<file path="src/rtl/vending_machine_unit.sv">
`default_nettype none
// ============================================================================
// vending_machine_unit : four-item purchase controller with per-item stock
// Revision: 1.0
// ============================================================================
module vending_machine_unit #(
   parameter logic [3:0] PRICE0     = 4'd2,
   parameter logic [3:0] PRICE1     = 4'd3,
   parameter logic [3:0] PRICE2     = 4'd4,
   parameter logic [3:0] PRICE3     = 4'd6,
   parameter logic [3:0] INIT_STOCK = 4'd5
) (
   input  logic       clk,
   input  logic       rst_n,
   input  logic       req_valid,
   input  logic [1:0] tag,
   input  logic [2:0] count,
   input  logic [3:0] money,
   input  logic       restock,
   output logic       resp_valid,
   output logic       possibility,
   output logic [3:0] remaining_money,
   output logic [3:0] sold_out
);

   logic [3:0] r_stock [4];
   logic [3:0] w_price;
   logic [3:0] w_sel_stock;
   logic [6:0] w_cost;
   logic       w_accept;

   always_comb begin
      w_price = PRICE0;
      case (tag)
         2'd1:    w_price = PRICE1;
         2'd2:    w_price = PRICE2;
         2'd3:    w_price = PRICE3;
         default: w_price = PRICE0;
      endcase
   end

   assign w_sel_stock = r_stock[tag];

   // Full 7-bit product so an expensive order is never aliased below money
   assign w_cost = {3'b000, w_price} * {4'b0000, count};

   assign w_accept = req_valid && !restock && (count != 3'd0) &&
                     (w_sel_stock >= {1'b0, count}) &&
                     ({3'b000, money} >= w_cost);

   always_ff @(posedge clk or negedge rst_n) begin
      if (!rst_n) begin
         resp_valid      <= 1'b0;
         possibility     <= 1'b0;
         remaining_money <= 4'd0;
         for (int i = 0; i < 4; i++) begin
            r_stock[i] <= INIT_STOCK;
         end
      end else begin
         resp_valid <= req_valid;
         if (req_valid) begin
            possibility     <= w_accept;
            remaining_money <= w_accept ? (money - w_cost[3:0]) : money;
         end
         // Restock wins over any concurrent purchase
         if (restock) begin
            for (int i = 0; i < 4; i++) begin
               r_stock[i] <= INIT_STOCK;
            end
         end else if (w_accept) begin
            r_stock[tag] <= w_sel_stock - {1'b0, count};
         end
      end
   end

   generate
      for (genvar gi = 0; gi < 4; gi++) begin : g_sold_out
         assign sold_out[gi] = (r_stock[gi] == 4'd0);
      end
   endgenerate

endmodule
`default_nettype wire

</file>
<file path="config.mk">
export PLATFORM = sky130hd
export DESIGN_NAME = vending_machine_unit
export DESIGN_NICKNAME = d
export VERILOG_FILES = /design/src/rtl/vending_machine_unit.sv
export SDC_FILE = /design/constraint.sdc
export NUM_CORES = 1
export LEC_CHECK = 0
export CAP_MARGIN = 20
export CORE_MARGIN = 2
export CORE_UTILIZATION = 49
export DETAILED_ROUTE_END_ITERATION = 7
export PLACE_DENSITY = 0.77
export SETUP_SLACK_MARGIN = 0.1
export SYNTH_ARGS = -nofsm -noshare
export SYNTH_HDL_FRONTEND = slang
export SYNTH_SLANG_ARGS = --single-unit
</file>
<file path="constraint.sdc">
create_clock -name clk -period 2.78 [get_ports clk]
set_clock_uncertainty 0.05 [all_clocks]
set_input_delay 0.278 -clock clk [delete_from_list [all_inputs] [get_ports clk]]
set_output_delay 0.278 -clock clk [all_outputs]
set_load 0.03 [all_outputs]
</file>
**Yosys cells after proc, flatten, opt, wreduce, memory -nomap -nowiden**

Cells that the tools add are included.

- $add $sub $neg: 2
- Multiply operators: 1
- Order comparisons: 4
- Equal/unequal tests: 3
- Mux-type cells: 10
- Bitwise gates (word level): 1
- Reductions and logical operators: 12

Operator list:

| cell | count |
|---|---|
| two-way mux 16 bit | 2 |
| bitwise mux 16 bit | 1 |
| zero test 4 bit | 4 |
| two-way mux 4 bit | 4 |
| case mux 3 bit (3 select lines) | 1 |
| binary-select mux 4 bit (select 2 bit) | 1 |
| demux 4 bit (select 2 bit) | 1 |
| greater-or-equal comparator 4 x 7 -> 1 bit | 1 |
| multiplier 4 x 3 -> 7 bit | 1 |
| logical AND 1 bit | 5 |
| equality test 2 bit (second input constant) | 2 |
| greater-or-equal comparator 4 x 3 -> 1 bit | 1 |
| subtractor 4 x 3 -> 4 bit | 1 |
| subtractor 4 bit | 1 |
| greater-or-equal comparator 3 bit (second input constant) | 1 |
| less-than comparator 3 x 1 -> 1 bit (second input constant) | 1 |
| inverter 2 -> 3 bit | 1 |
| nonzero test 3 bit | 1 |
| equality test 2 x 1 -> 1 bit (second input constant) | 1 |
| nonzero test 2 bit | 1 |
| zero test 1 bit | 1 |

- Bits in registers: 22
- Input port bits: 13
- Output and inout port bits: 10
- Word-level logic and storage cells: 40

**Depth between registers and ports, before layout**

- Depth in word-level cells: 9
- Gate-level depth with buffers: 14
- Mapped depth without buffers: 11

**Least setup slack after synthesis**

No wires, ideal clock.

- Kind: input -> register
- From: input port tag[1]
- To: register r_stock[5] (netlist bit)
- Setup time: 0.120 ns
- Data arrival time: 3.566 ns
- Required time: 2.610 ns
- Slack: -0.956 ns
- Cell stages on the path: 14
- Path buffers: 3
- Path through: clkbuf_1 > nor2b_1 > and2_1 > fa_1 > ha_1 > inv_1 > fa_1 > a211oi_1 > mux2i_1 > or4_1 > buf_2 > or3_1 > clkbuf_1 > a31o_2

- Word-level cells in the longest chain between the ends: 8
- Elaborated cells between the ends (all ways): 23
- Classes of those cells: add/sub (1); mul (1); order compare (4); eq/ne (3); mux (9); bitwise (1); reduce/logical (4)

Ends and longest elaborated chain:

| item | line | RTL |
|---|---|---|
| from (decl) | 16 | `input logic [1:0] tag,` |
| branches (longest 8 deep; another with multiplier 4 x 3 -> 7 bit) | -- |  |
| to (signal, indexed assignment) | 71 | `r_stock[tag] <= w_sel_stock - {1'b0, count};` |
| to (decl) | 26 | `logic [3:0] r_stock [4];` |

Several ways; the timed one is not identified. The select of a mux whose other input is x is not followed.
A chain may end at the register's enable or synchronous reset.

**Final worst setup path**

- From: input port tag[1]
- To: register r_stock[15] (netlist bit)

Same word-level chain as after synthesis.

==> out/summary.txt <==
DETAILED ROUTING
-----------------------------------------------------------------------------------------
Detail-routed net length per standard cell                                        18.2 um
Number of design rule violations left after detail routing                              0
Vias per cell                                                                        5.58
Number of nets still failing antenna checks after routing                               0
Wirelength, routed                                                                4900 um
Number of vias after detailed routing                                                1506
First-pass iteration count of the detailed router                                       4
DRC marker count from the first detailed-route iteration                               94

FLOORPLANNING
-----------------------------------------------------------------------------------------
Row cnt                                                                                20
Vert. Die Dim                                                                     61.1 um
Area of the core                                                                 3080 um2
Die area                                                                         3740 um2
Initial cell density of the core                                                    52.0%
Horizontal die dimension                                                          61.1 um
Number of top-level pins                                                               23

YOSYS
-----------------------------------------------------------------------------------------
Average instance area after synthesis                                            10.1 um2
Proportion of register bits with asynchronous set or reset after synthesis           100%
Yosys Warn Count                                                                        0
Most used flip-flop cell after synthesis                                     sky130_fd_sc_hd__dfrtp_1
Net count after synthesis                                                             187
Fraction of the yosys area taken by sequential cells                                35.1%
Netlist area before placement                                                    1600 um2
Number of synthesized register bits                                                    22
Number of flops mapped to enable cells by yosys                                         0
Gate count of the mapped netlist                                                      158
Unique masters post-synth                                                              42

STATUS
-----------------------------------------------------------------------------------------
Violated checks                                                              negative setup slack
Result of the run                                                            finished, violations left

PLACE
-----------------------------------------------------------------------------------------
Number of input and output port buffers inserted                                       22
Gpl congestion                                                                      0.896
Detailed placement HPWL                                                           3300 um
Post-placement setup slack                                                       -1.08 ns

WORST SETUP PATH
-----------------------------------------------------------------------------------------
R2r startpoint                                                                 r_stock[1]
Cell family contributing the most delay on the critical path                 simple AND/OR/NAND/NOR gates
Largest driver fanout on the critical path                                              4
Category of the most critical setup path                                        in -> reg
CP max stage cell                                                            sky130_fd_sc_hd__or4_4
Bufs and invs on worst path                                                             3
Endpoint kind of the worst setup timing path                                    flip-flop
Critical path arrival                                                             3.21 ns
Data required time of the worst path                                              2.92 ns
Element type at the critical path start                                         input pin
Worst-path cell chain                                                        buf_6, buf_6, nand2b_4, and2_4, fa_1, ha_2, inv_2, fa_2, a211oi_2, mux2i_1, or4_4, or4_4, mux2i_2
Delay contributed by the slowest stage of the critical path                       0.55 ns
Critical path launch point                                                         tag[1]

FINISH
-----------------------------------------------------------------------------------------
Util after Layout                                                                   80.3%
Commonest cells after routing, fill and taps aside                           sky130_fd_sc_hd__buf_4 (43), sky130_fd_sc_hd__clkdlybuf4s50_1 (17), sky130_fd_sc_hd__mux2i_1 (15), sky130_fd_sc_hd__dfrtp_1 (14)
Share of cells above drive strength 1                                               44.2%
Antenna diode count                                                                     0
Filler Cell Count                                                                     198
Most common library cell in the layout ignoring fill and taps                sky130_fd_sc_hd__buf_4
Post-layout nets                                                                      256
Layout-stage area growth over the synthesis result                                  54.5%

GLOBAL ROUTING
-----------------------------------------------------------------------------------------
Initial antenna violation count                                                         0
Final global-route overflow total                                                       0
Overall track demand over capacity in global routing                                26.9%
Maximum number of pins on one net before global-route repair                           23
Wire length of the first global-routing pass                                      7290 um
Vias in the first global route                                                       1593

TIMING
-----------------------------------------------------------------------------------------
Unrepaired setup endpoints after global routing                                       yes
Hold Violations, Final                                                                  0
Maximum operating frequency                                                     0.326 GHz
Slack of the critical path                                                      -0.288 ns
Tightest Pin Transition                                                          0.671 ns
Worst relative slew slack                                                           54.8%
Final number of max-transition violations                                               0
Post-route minimum period                                                         3.07 ns
Total of endpoints with negative setup slack in the final report                       21
Final hold slack                                                                0.0634 ns
Final Cycle Share                                                                    110%

CLOCKING
-----------------------------------------------------------------------------------------
Root buf cell                                                                sky130_fd_sc_hd__clkbuf_4
Number of CTS-inserted buffers                                                          3
Worst-Skew Late Latency                                                           0.32 ns
Number of levels the H-tree was split into                                              1
Clock slew at reported path FFs                                                   0.14 ns
Clock sinks                                                                            22
Clock tree buffer depth                                                                 2
CTS tree                                                                            built
Total of hold buffers inserted after clock tree synthesis                               0

HOLD PATH
-----------------------------------------------------------------------------------------
Worst hold-check path type                                                    in -> async

PWR
-----------------------------------------------------------------------------------------
IR drop worst, VDD                                                               0.241 mV
Leakage power total                                                               1.16 nW
Total power                                                                      0.905 mW
Power density over the cells                                                   366 nW/um2

JOB
-----------------------------------------------------------------------------------------
Max capacitance violation total                                                         0

-- metrics by stage --
stage / cells / instance area (um2) / TNS (ns)
floorplan: 158 / 1670 / -8.95
global placement: 255 / 2170 / -18.37
detailed placement: 255 / 2170 / -19.64
CTS: 265 / 2310 / -4.93
global route: 270 / 2470 / -4.57
finish: 270 / 2470 / -3.44
-- metal layers --
layer  GRT usage (%)  routed length, um  vias to the layer above
met5               0                  0                        -
met4            6.21                 94                        0
met3            4.62                233                       12
met2            52.1               2700                       48
met1            30.4               1880                      752
li1                -                  -                      694
-- sequential cells by signal (all words and copies together), names as in the netlist --
register,flops
r_stock,16
remaining_money,4
possibility,1
resp_valid,1
-- synthesized netlist by cell type, drive strengths merged (2+ instances only) --
cell type	n	area [um2]
a21oi	2	10.0
dfrtp	14	350
dfstp	8	210
and2	9	56.3
or4	2	18.8
a211oi	2	15.0
mux4	4	93.8
buf	4	31.3
xor2	2	17.5
o31ai	3	22.5
ha	12	150
nand2	10	37.5
nor2	11	41.3
inv	14	52.6
nand2b	3	18.8
clkbuf	4	15.0
nor4	6	37.5
nand3	3	15.0
o21ai	4	20.0
fa	4	80.1
mux2i	16	160
o22ai	2	12.5
nor2b	4	25.0
-- worst paths after layout --
| path | endpoint | slack, ns | cells past startpoint |
|---|---|---|---|
| worst min-delay path | remaining_money[3] | 0.06 | 1 |
| worst max-delay path | r_stock[15] | -0.29 | 13 |
| max in group asynchronous | r_stock[0] | 2.15 | 2 |
| worst max register to register | r_stock[15] | -0.21 | 7 |
| worst min register to register | remaining_money[0] | 0.49 | 1 |
| min in group clk | r_stock[0] | 0.32 | 4 |
-- what timing repair did --
| item | 4_1_cts | 5_1_grt |
|---|---|---|
| setup buffers | 6 | 7 |
| setup endpoints to repair | 21 | 21 |
| gates resized for setup | 28 | 22 |
| pin swaps | 9 | 11 |
-- power breakdown --
group | switching (mW) | internal [mW]
sequential | 0.00736 | 0.334
clock | 0.106 | 0.0801
combinational | 0.193 | 0.184
-- cell families after synthesis --
| group | after synthesis | synth area share, % |
|---|---|---|
| fa+ha+maj | 16 | 14.4 |
| xor+xnor | 3 | 1.64 |
| buf+inv | 23 | 6.42 |
| simple gates | 53 | 17.6 |
| mux | 20 | 15.9 |
| flops | 22 | 35.1 |
| compound gates | 21 | 9.00 |
-- area by class of cell --
| cell class | instances | area [um2] | area share (%) |
|---|---|---|---|
| Timing Repair Buffer | 72 | 648 | 26.2 |
| Clock buffer | 4 | 36.3 | 1.47 |
| Inverter | 15 | 56.3 | 2.28 |
| Sequential cell | 22 | 561 | 22.7 |
| Multi-Input combinational cell | 113 | 1110 | 45.1 |
| Tap cell | 44 | 55.1 | 2.23 |
Power figures use the tool's default switching activity.
